File: src/rtl/regfile_pkg.sv
// Shared defaults for the register-file family: geometry and the reset contents.
package regfile_pkg;

  localparam int DEFAULT_DATA_WIDTH = 8;
  localparam int DEFAULT_ADDR_WIDTH = 3;
  localparam int MAX_DATA_WIDTH     = 64;

  localparam logic [MAX_DATA_WIDTH-1:0] RESET_VALUE = '0;

endpackage

File: src/rtl/regfile_read_port.sv
// One registered read port: address mux, write bypass, zero-register override,
// and enable-held data/busy output registers.
module regfile_read_port
  import regfile_pkg::*;
#(
  parameter int DATA_WIDTH = DEFAULT_DATA_WIDTH,
  parameter int ADDR_WIDTH = DEFAULT_ADDR_WIDTH,
  parameter bit ZERO_REG   = 1'b0
) (
  input  logic                                         clk,
  input  logic                                         rst,
  input  logic                                         re_i,
  input  logic [ADDR_WIDTH-1:0]                        addr_i,
  input  logic [(2**ADDR_WIDTH)-1:0][DATA_WIDTH-1:0]   regs_i,
  input  logic [(2**ADDR_WIDTH)-1:0]                   busy_next_i,
  input  logic                                         we_i,
  input  logic [ADDR_WIDTH-1:0]                        write_addr_i,
  input  logic [DATA_WIDTH-1:0]                        write_data_i,
  output logic [DATA_WIDTH-1:0]                        data_o,
  output logic                                         busy_o
);

  logic [DATA_WIDTH-1:0] data_d, data_q;
  logic                  busy_d, busy_q;

  // Busy arrives already resolved (write-clear then lock-set); data needs the bypass here.
  always_comb begin
    data_d = regs_i[addr_i];
    busy_d = busy_next_i[addr_i];
    if (we_i && (write_addr_i == addr_i)) begin
      data_d = write_data_i;
    end
    if (ZERO_REG && (addr_i == '0)) begin
      data_d = '0;
      busy_d = 1'b0;
    end
  end

  always_ff @(posedge clk or posedge rst) begin
    if (rst) begin
      data_q <= RESET_VALUE[DATA_WIDTH-1:0];
      busy_q <= 1'b0;
    end else if (re_i) begin
      data_q <= data_d;
      busy_q <= busy_d;
    end
  end

  assign data_o = data_q;
  assign busy_o = busy_q;

endmodule

File: src/rtl/scoreboard_register_file.sv
// Two-read/one-write register file with a per-register busy scoreboard for
// read-after-write hazard detection between decode (lock) and writeback (write).
module scoreboard_register_file
  import regfile_pkg::*;
#(
  parameter int DATA_WIDTH = DEFAULT_DATA_WIDTH,
  parameter int ADDR_WIDTH = DEFAULT_ADDR_WIDTH,
  parameter bit ZERO_REG   = 1'b0
) (
  input  logic                       clk,
  input  logic                       rst,
  input  logic                       we,
  input  logic [ADDR_WIDTH-1:0]      write_addr,
  input  logic [DATA_WIDTH-1:0]      write_data,
  input  logic                       lock,
  input  logic [ADDR_WIDTH-1:0]      lock_addr,
  input  logic                       re1,
  input  logic                       re2,
  input  logic [ADDR_WIDTH-1:0]      read_addr1,
  input  logic [ADDR_WIDTH-1:0]      read_addr2,
  output logic [DATA_WIDTH-1:0]      read_data1,
  output logic [DATA_WIDTH-1:0]      read_data2,
  output logic                       read_busy1,
  output logic                       read_busy2,
  output logic [(2**ADDR_WIDTH)-1:0] busy_vec
);

  localparam int DEPTH = 2**ADDR_WIDTH;

  logic [DEPTH-1:0][DATA_WIDTH-1:0] regs_q, regs_d;
  logic [DEPTH-1:0]                 busy_q, busy_d;

  genvar gi;
  generate
    for (gi = 0; gi < DEPTH; gi++) begin : g_reg
      localparam bit IS_ZERO = ZERO_REG && (gi == 0);
      logic wr_hit;
      logic lk_hit;
      assign wr_hit = we   && (write_addr == ADDR_WIDTH'(gi)) && !IS_ZERO;
      assign lk_hit = lock && (lock_addr  == ADDR_WIDTH'(gi)) && !IS_ZERO;
      assign regs_d[gi] = wr_hit ? write_data : regs_q[gi];
      // A lock in the same cycle as the completing write wins: a newer producer is pending.
      assign busy_d[gi] = lk_hit | (busy_q[gi] & ~wr_hit);
    end
  endgenerate

  always_ff @(posedge clk or posedge rst) begin
    if (rst) begin
      regs_q <= {DEPTH{RESET_VALUE[DATA_WIDTH-1:0]}};
      busy_q <= '0;
    end else begin
      regs_q <= regs_d;
      busy_q <= busy_d;
    end
  end

  assign busy_vec = busy_q;

  regfile_read_port #(
    .DATA_WIDTH(DATA_WIDTH),
    .ADDR_WIDTH(ADDR_WIDTH),
    .ZERO_REG  (ZERO_REG)
  ) u_port1 (
    .clk         (clk),
    .rst         (rst),
    .re_i        (re1),
    .addr_i      (read_addr1),
    .regs_i      (regs_q),
    .busy_next_i (busy_d),
    .we_i        (we),
    .write_addr_i(write_addr),
    .write_data_i(write_data),
    .data_o      (read_data1),
    .busy_o      (read_busy1)
  );

  regfile_read_port #(
    .DATA_WIDTH(DATA_WIDTH),
    .ADDR_WIDTH(ADDR_WIDTH),
    .ZERO_REG  (ZERO_REG)
  ) u_port2 (
    .clk         (clk),
    .rst         (rst),
    .re_i        (re2),
    .addr_i      (read_addr2),
    .regs_i      (regs_q),
    .busy_next_i (busy_d),
    .we_i        (we),
    .write_addr_i(write_addr),
    .write_data_i(write_data),
    .data_o      (read_data2),
    .busy_o      (read_busy2)
  );

endmodule

File: config.mk
export PLATFORM = sky130hd
export DESIGN_NAME = scoreboard_register_file
export DESIGN_NICKNAME = d
export VERILOG_FILES = /design/src/rtl/regfile_pkg.sv /design/src/rtl/regfile_read_port.sv /design/src/rtl/scoreboard_register_file.sv
export SDC_FILE = /design/constraint.sdc
export NUM_CORES = 1
export LEC_CHECK = 0
export BUFFER_PORTS_ARGS = -buffer_cell sky130_fd_sc_hd__buf_2
export CAP_MARGIN = 20
export CELL_PAD_IN_SITES_DETAIL_PLACEMENT = 0
export CELL_PAD_IN_SITES_GLOBAL_PLACEMENT = 1
export CORE_MARGIN = 5
export CORE_UTILIZATION = 51
export CTS_BUF_LIST = sky130_fd_sc_hd__clkbuf_8
export DETAILED_ROUTE_END_ITERATION = 10
export GPL_ROUTABILITY_DRIVEN = 1
export PLACE_DENSITY = 0.92
export SLEW_MARGIN = 20
export SYNTH_ARGS = -nofsm -noshare
export SYNTH_HDL_FRONTEND = slang
export SYNTH_HIERARCHICAL = 1
export SYNTH_SLANG_ARGS = --single-unit
File: constraint.sdc
create_clock -name clk -period 2.78 [get_ports clk]
set_input_delay 0.278 -clock clk [delete_from_list [all_inputs] [get_ports clk]]
set_output_delay 0.278 -clock clk [all_outputs]
set_load 0.05 [all_outputs]
* After elaboration in Yosys (flattened, before gate mapping) *
Index checks and enable logic that the tools add are counted.
W data, S select, Z words.

storage, ports and cells
  flip-flop bits (word level) = 90
  bits of input ports = 26

operators by class
  $lt $le $gt $ge = 2
  equal/unequal tests = 16
  muxes and demuxes = 10
  bitwise operators = 24
  reductions and logical operators = 20

operators with widths
  kind                  count
  $bmux W8 S3           2
  $mux W8               4
  $eq A3 B3 Y1 const B  8
  $logic_and A1 B1 Y1   18
  $eq A3 B2 Y1 const B  4
  $and A1 B1 Y1         8
  $lt A3 B4 Y1 const B  2
  $not A1 Y1            8
  $or A1 B1 Y1          8
  $bmux W1 S3           2
  $eq A3 B1 Y1 const B  2
  $eq A3 B3 Y1          2
  $logic_not A3 Y1      2
  $mux W1               2

* Logic depth before layout (Yosys ltp) *
  depth in word-level cells = 7
  mapped depth = 7

* By module *
The synthesis kept the hierarchy.

by module, submodules not included
  module                    times used  cells each  area each (um^2)
  scoreboard_register_file  1           170         2775.2
  regfile_read_port         2           74          1048.5

* Worst setup path before layout *
Ideal clock, no wire load.

  path kind = input to register
  from = in write_addr[1]
  to = reg u_port1.busy_q (netlist: u_port1/busy_o)
  library setup time = 0.131 ns
  arrival time = 1.765 ns
  setup slack = 0.884 ns
  stages on the path = 6
  buffers on the path = 1
  cells stage by stage = buf_4 > nand4b_1 > a32o_1 > mux4_2 > mux2i_1 > a21oi_1

on the way
  word-level cells in the longest chain between the ends = 7
  elaborated cells between the ends (all ways) = 42
  those cells by class = 7 x eq/ne; 2 x mux; 24 x bitwise; 9 x reduce/logical

ends and longest elaborated chain
  what                           RTL line                        text
  from (decl)                    scoreboard_register_file.sv:13  input logic [ADDR_WIDTH-1:0] write_addr,
  $eq A3 B3 Y1                   scoreboard_register_file.sv:39  assign wr_hit = we && (write_addr == ADDR_WIDTH'(gi)) && !IS_ZERO;
  $logic_and A1 B1 Y1            scoreboard_register_file.sv:39
  $not A1 Y1                     scoreboard_register_file.sv:43  assign busy_d[gi] = lk_hit | (busy_q[gi] & ~wr_hit);
  $and A1 B1 Y1                  scoreboard_register_file.sv:43
  $or A1 B1 Y1                   scoreboard_register_file.sv:43
  net busy_d[5]                  scoreboard_register_file.sv:31  logic [DEPTH-1:0] busy_q, busy_d;
  $bmux W1 S3                    regfile_read_port.sv:29         busy_d = busy_next_i[addr_i];
  $mux W1 (not written as such)  regfile_read_port.sv:29
  to (signal assigned)           regfile_read_port.sv:45         busy_q <= busy_d;
  to (decl)                      regfile_read_port.sv:24         logic busy_d, busy_q;

The timed path passes the listed nets, and every way through them passes these cells. The select of a mux whose other input is x is not followed.
A chain may end at the register's enable or synchronous reset.

* Worst setup path after layout *
  from = in read_addr2[0]
  to = reg u_port2.data_q[1] (netlist: u_port2/data_o[1])

on the way
  word-level cells in the longest chain between the ends = 3
  elaborated cells between the ends (all ways) = 5
  those cells by class = 1 x eq/ne; 3 x mux; 1 x reduce/logical

ends and longest elaborated chain
  what                                                                  RTL line                                          text
  from (decl)                                                           scoreboard_register_file.sv:20                    input logic [ADDR_WIDTH-1:0] read_addr2,
  $bmux W8 S3 or $eq A3 B3 Y1 (tied branches)                           regfile_read_port.sv:28, regfile_read_port.sv:30
  $mux W8 (not written as such) or $logic_and A1 B1 Y1 (tied branches)  regfile_read_port.sv:28, regfile_read_port.sv:30
  $mux W8 (*)                                                           regfile_read_port.sv:30                           if (we_i && (write_addr_i == addr_i)) begin
  to (signal assigned)                                                  regfile_read_port.sv:41                           data_q <= RESET_VALUE[DATA_WIDTH-1:0];
  to (signal assigned)                                                  regfile_read_port.sv:44                           data_q <= data_d;
  to (decl)                                                             regfile_read_port.sv:23                           logic [DATA_WIDTH-1:0] data_d, data_q;

Mark *: on every way between the ends. The rest lies on a longest branch, timed or not. The select of a mux whose other input is x is not followed.

==> reports/qor.csv <==
metric,value,unit
sequential share of power,0.446,
wl on met1,4860,um
diodes inserted,0,
gr ovfl total,0,
Pleak,2.43,nW
final period utilization,0.611,
cell internal pwr,0.00271,W
port buffer count,51,
starting density of the core,0.525,
# IOs,52,
CP max FO,14,
initial DRC count,161,
Final Max Tran Viols,0,
clock transition at the registers of the reported paths,0.09,ns
power per cell area,733,mW/mm^2
clock latency at the later pin of the worst-skew pair,0.37,ns
DR WL/cell,23.8,um
Die Width,108,um
library cells used by synthesis,29,
Worst path slowest cell,or4_1,
worst reg2reg setup slack,1.23,ns
# setup viols final,0,
family with the most delay on the worst path,simple AND/OR/NAND/NOR gates,
relative slew slack,0.482,
hpwl dp,7970,um
CTS tree,built,
Setup Skew,0.00959,ns
vias per std cell,6.13,
WHS,0.216,ns
WL met2,6180,um
met3 wire length,728,um
drt pass-1 iters,4,
worst path bufs/invs,1,
crit path launch type,primary input,
setup slack after layout,1.08,ns
number of synthesized register bits,90,
clock group share of total power,0.253,
via count,3119,
CP Data Required Time,3.04,ns
cells along the critical path,"buf_2, xor2_1, or4_1, o221a_1",
crit path from,read_addr2[0],
maxcap violations,0,
CP max stage delay,0.74,ns
core box area,0.00928,sq mm
hold buffers post-CTS,1,
Final GP Congestion,0.813,
worst reg2reg path startpoint,regs_q[25]$_DFFE_PP0P_,
synthesis-to-finish area growth,13.4,%
clk buf depth,2,
total die area,0.0116,sq mm
share of cells above drive strength 1,0.495,
H-tree levels,3,
Comb power frac,0.301,
Crit Path Category,in -> reg,
GRT Resource Usage Total,0.219,
standard-cell rows,35,
drc violations,0,
clk sinks,90,
Switching Share,0.330,
Sw Pwr,0.00133,W
initial antenna violation count,0,
final hold violation count,0,
Worst IR Drop VDD,276,uV
vias in the first global route,3228,
DR top layer,met4,
Setup crit end,u_port2/data_o[1]$_DFFE_PP0P_,
synthesized net count,344,
"wirelength, routed",12100,um
pre-CTS WS,0.716,ns
fillers,712,
Die Y,108,um
"Seq/Total Area, Yosys",0.462,
post-cts sizing count,0,
post-route setup TNS,0,ns
Netlist Area Pre-Place,0.00487,sq mm
Nets,401,
Final min period,1.70,ns
worst-margin pin slew,0.775,ns
Root Buffer,clkbuf_8,
Max Freq,0.589,GHz
mean post-synth cell area,15.3,sq um
HP Class,in -> reg,
r2r worst-path depth,3,
Post-CTS Setup Bufs,0,
largest net degree at the start of global routing,49,
Post-Syn Instances,318,
CP Capture Type,flip-flop,
CP Depth,4,
cts bufs inserted,9,
r2r endpoint,u_port1/data_o[1]$_DFFE_PP0P_,
Ys Warns,6,
unrepaired setup endpoints after global routing,no,
crit path DAT,1.96,ns
global-route wire length before repair,18700,um
status,"complete, no violations",
ANT nets after route,0,
-- worst min path at each step --
stage                             from                             to  slack, ns  cells past startpoint
after global routing      lock_addr[0]          busy_vec[4]$_DFF_PP0_       0.23                      2
after floorplan                    rst     u_port1/busy_o$_DFFE_PP0P_       0.11                      1
after detailed placement           rst     u_port1/busy_o$_DFFE_PP0P_       0.33                      2
final                     lock_addr[0]          busy_vec[4]$_DFF_PP0_       0.22                      2
after CTS                 lock_addr[0]          busy_vec[4]$_DFF_PP0_       0.20                      2
after global placement             rst  u_port1/data_o[5]$_DFFE_PP0P_       0.32                      2
-- worst register-to-register path: stages, from the launching register on --
cell,delay (ns)
dfrtp_1,0.41
mux4_1,0.53
mux2_2,0.28
o221a_1,0.22
-- area by class of cell --
type	instances	area, sq um	share of cell area
Multi-Input combinational cell	188	2420	0.438
Sequential cell	90	2250	0.408
Timing Repair Buffer	67	390	0.0707
Tap cell	129	161	0.0292
Clock buffer	11	151	0.0274
Clock inverter	5	77.6	0.0140
Inverter	19	71.3	0.0129
-- state kept, by name, summed over array words and instances (netlist names) --
signal and cells:
regs_q 64, busy_vec 8, u_port1/data_o 8, u_port2/busy_o 1
u_port1/busy_o 1, u_port2/data_o 8
-- synth_stat cells --
cell	n	share of area
or4_1	2	0.0031
mux4_1	16	0.086
nand4_1	1	0.0013
or2_2	6	0.0077
clkbuf_1	2	0.0015
a21oi_1	2	0.0021
a32o_1	3	0.0062
buf_2	9	0.0092
o2bb2ai_1	4	0.0072
inv_1	19	0.015
nor2_1	3	0.0023
nand2_1	4	0.0031
o32ai_1	1	0.0018
mux2_2	70	0.16
o221ai_1	10	0.018
o41ai_4	2	0.011
buf_4	5	0.0077
mux2i_1	12	0.025
nand4b_1	3	0.0054
mux4_2	20	0.092
dfrtp_1	90	0.46
o221a_1	6	0.014
nor2b_1	3	0.0039
xor2_2	4	0.013
nand2b_1	10	0.013
buf_6	5	0.012
nor4b_4	1	0.0049
nor4bb_1	3	0.0062
xor2_1	2	0.0036
-- power groups by stage --
stage | Combinational, W | Sequential (W) | Clock [W]
2_1_floorplan | 0.000662 | 0.00206 | 0
3_3_place_gp | 0.00119 | 0.00180 | 0
3_5_place_dp | 0.00122 | 0.00182 | 0
4_1_cts | 0.00123 | 0.00180 | 0.00103
5_1_grt | 0.00130 | 0.00184 | 0.00108
6_report | 0.00122 | 0.00180 | 0.00102
-- layout by cell type (no fill, tap or decap), drive strengths merged --
cell type and instances:
a21oi 2, a32o 3, buf 66, bufinv 2
clkbuf 11, clkinv 2, dfrtp 90, dlygate4sd3 1
inv 20, mux2 70, mux2i 12, mux4 36
nand2 4, nand2b 10, nand4 1, nand4b 3
nor2 3, nor2b 3, nor4b 1, nor4bb 3
o221a 6, o221ai 10, o2bb2ai 4, o32ai 1
o41ai 2, or2 6, or4 2, xor2 6
-- per-stage QoR --
stage               cell area, sq um   util  std cells  total power (W)
finish                          5530  0.595        509          0.00405
global route                    5530  0.595        509          0.00422
CTS                             5530  0.595        509          0.00406
detailed placement              5290  0.569        492          0.00304
global placement                5290  0.569        492          0.00299
floorplan                       4870      -        318          0.00272
-- metal layers --
| metal | up-vias | GRT usage |
|---|---|---|
| met5 | - | 0 |
| met4 | 0 | 0.0902 |
| met3 | 26 | 0.0426 |
| met2 | 102 | 0.368 |
| met1 | 1640 | 0.279 |
| li1 | 1351 | - |
-- cell families (layout without fill, tap and decap cells) --
| kind of cell | count (synthesis) | after routing | synth area share |
|---|---|---|---|
| and+or+nand+nor | 36 | 36 | 0.0506 |
| DFF | 90 | 90 | 0.462 |
| xor gates and xnor gates | 6 | 6 | 0.0169 |
| muxes | 118 | 118 | 0.365 |
| buffers and inverters | 40 | 102 | 0.0447 |
| AOI/OAI and AO/OA | 28 | 28 | 0.0603 |
Note: power is estimated with default switching activity, not from simulation.
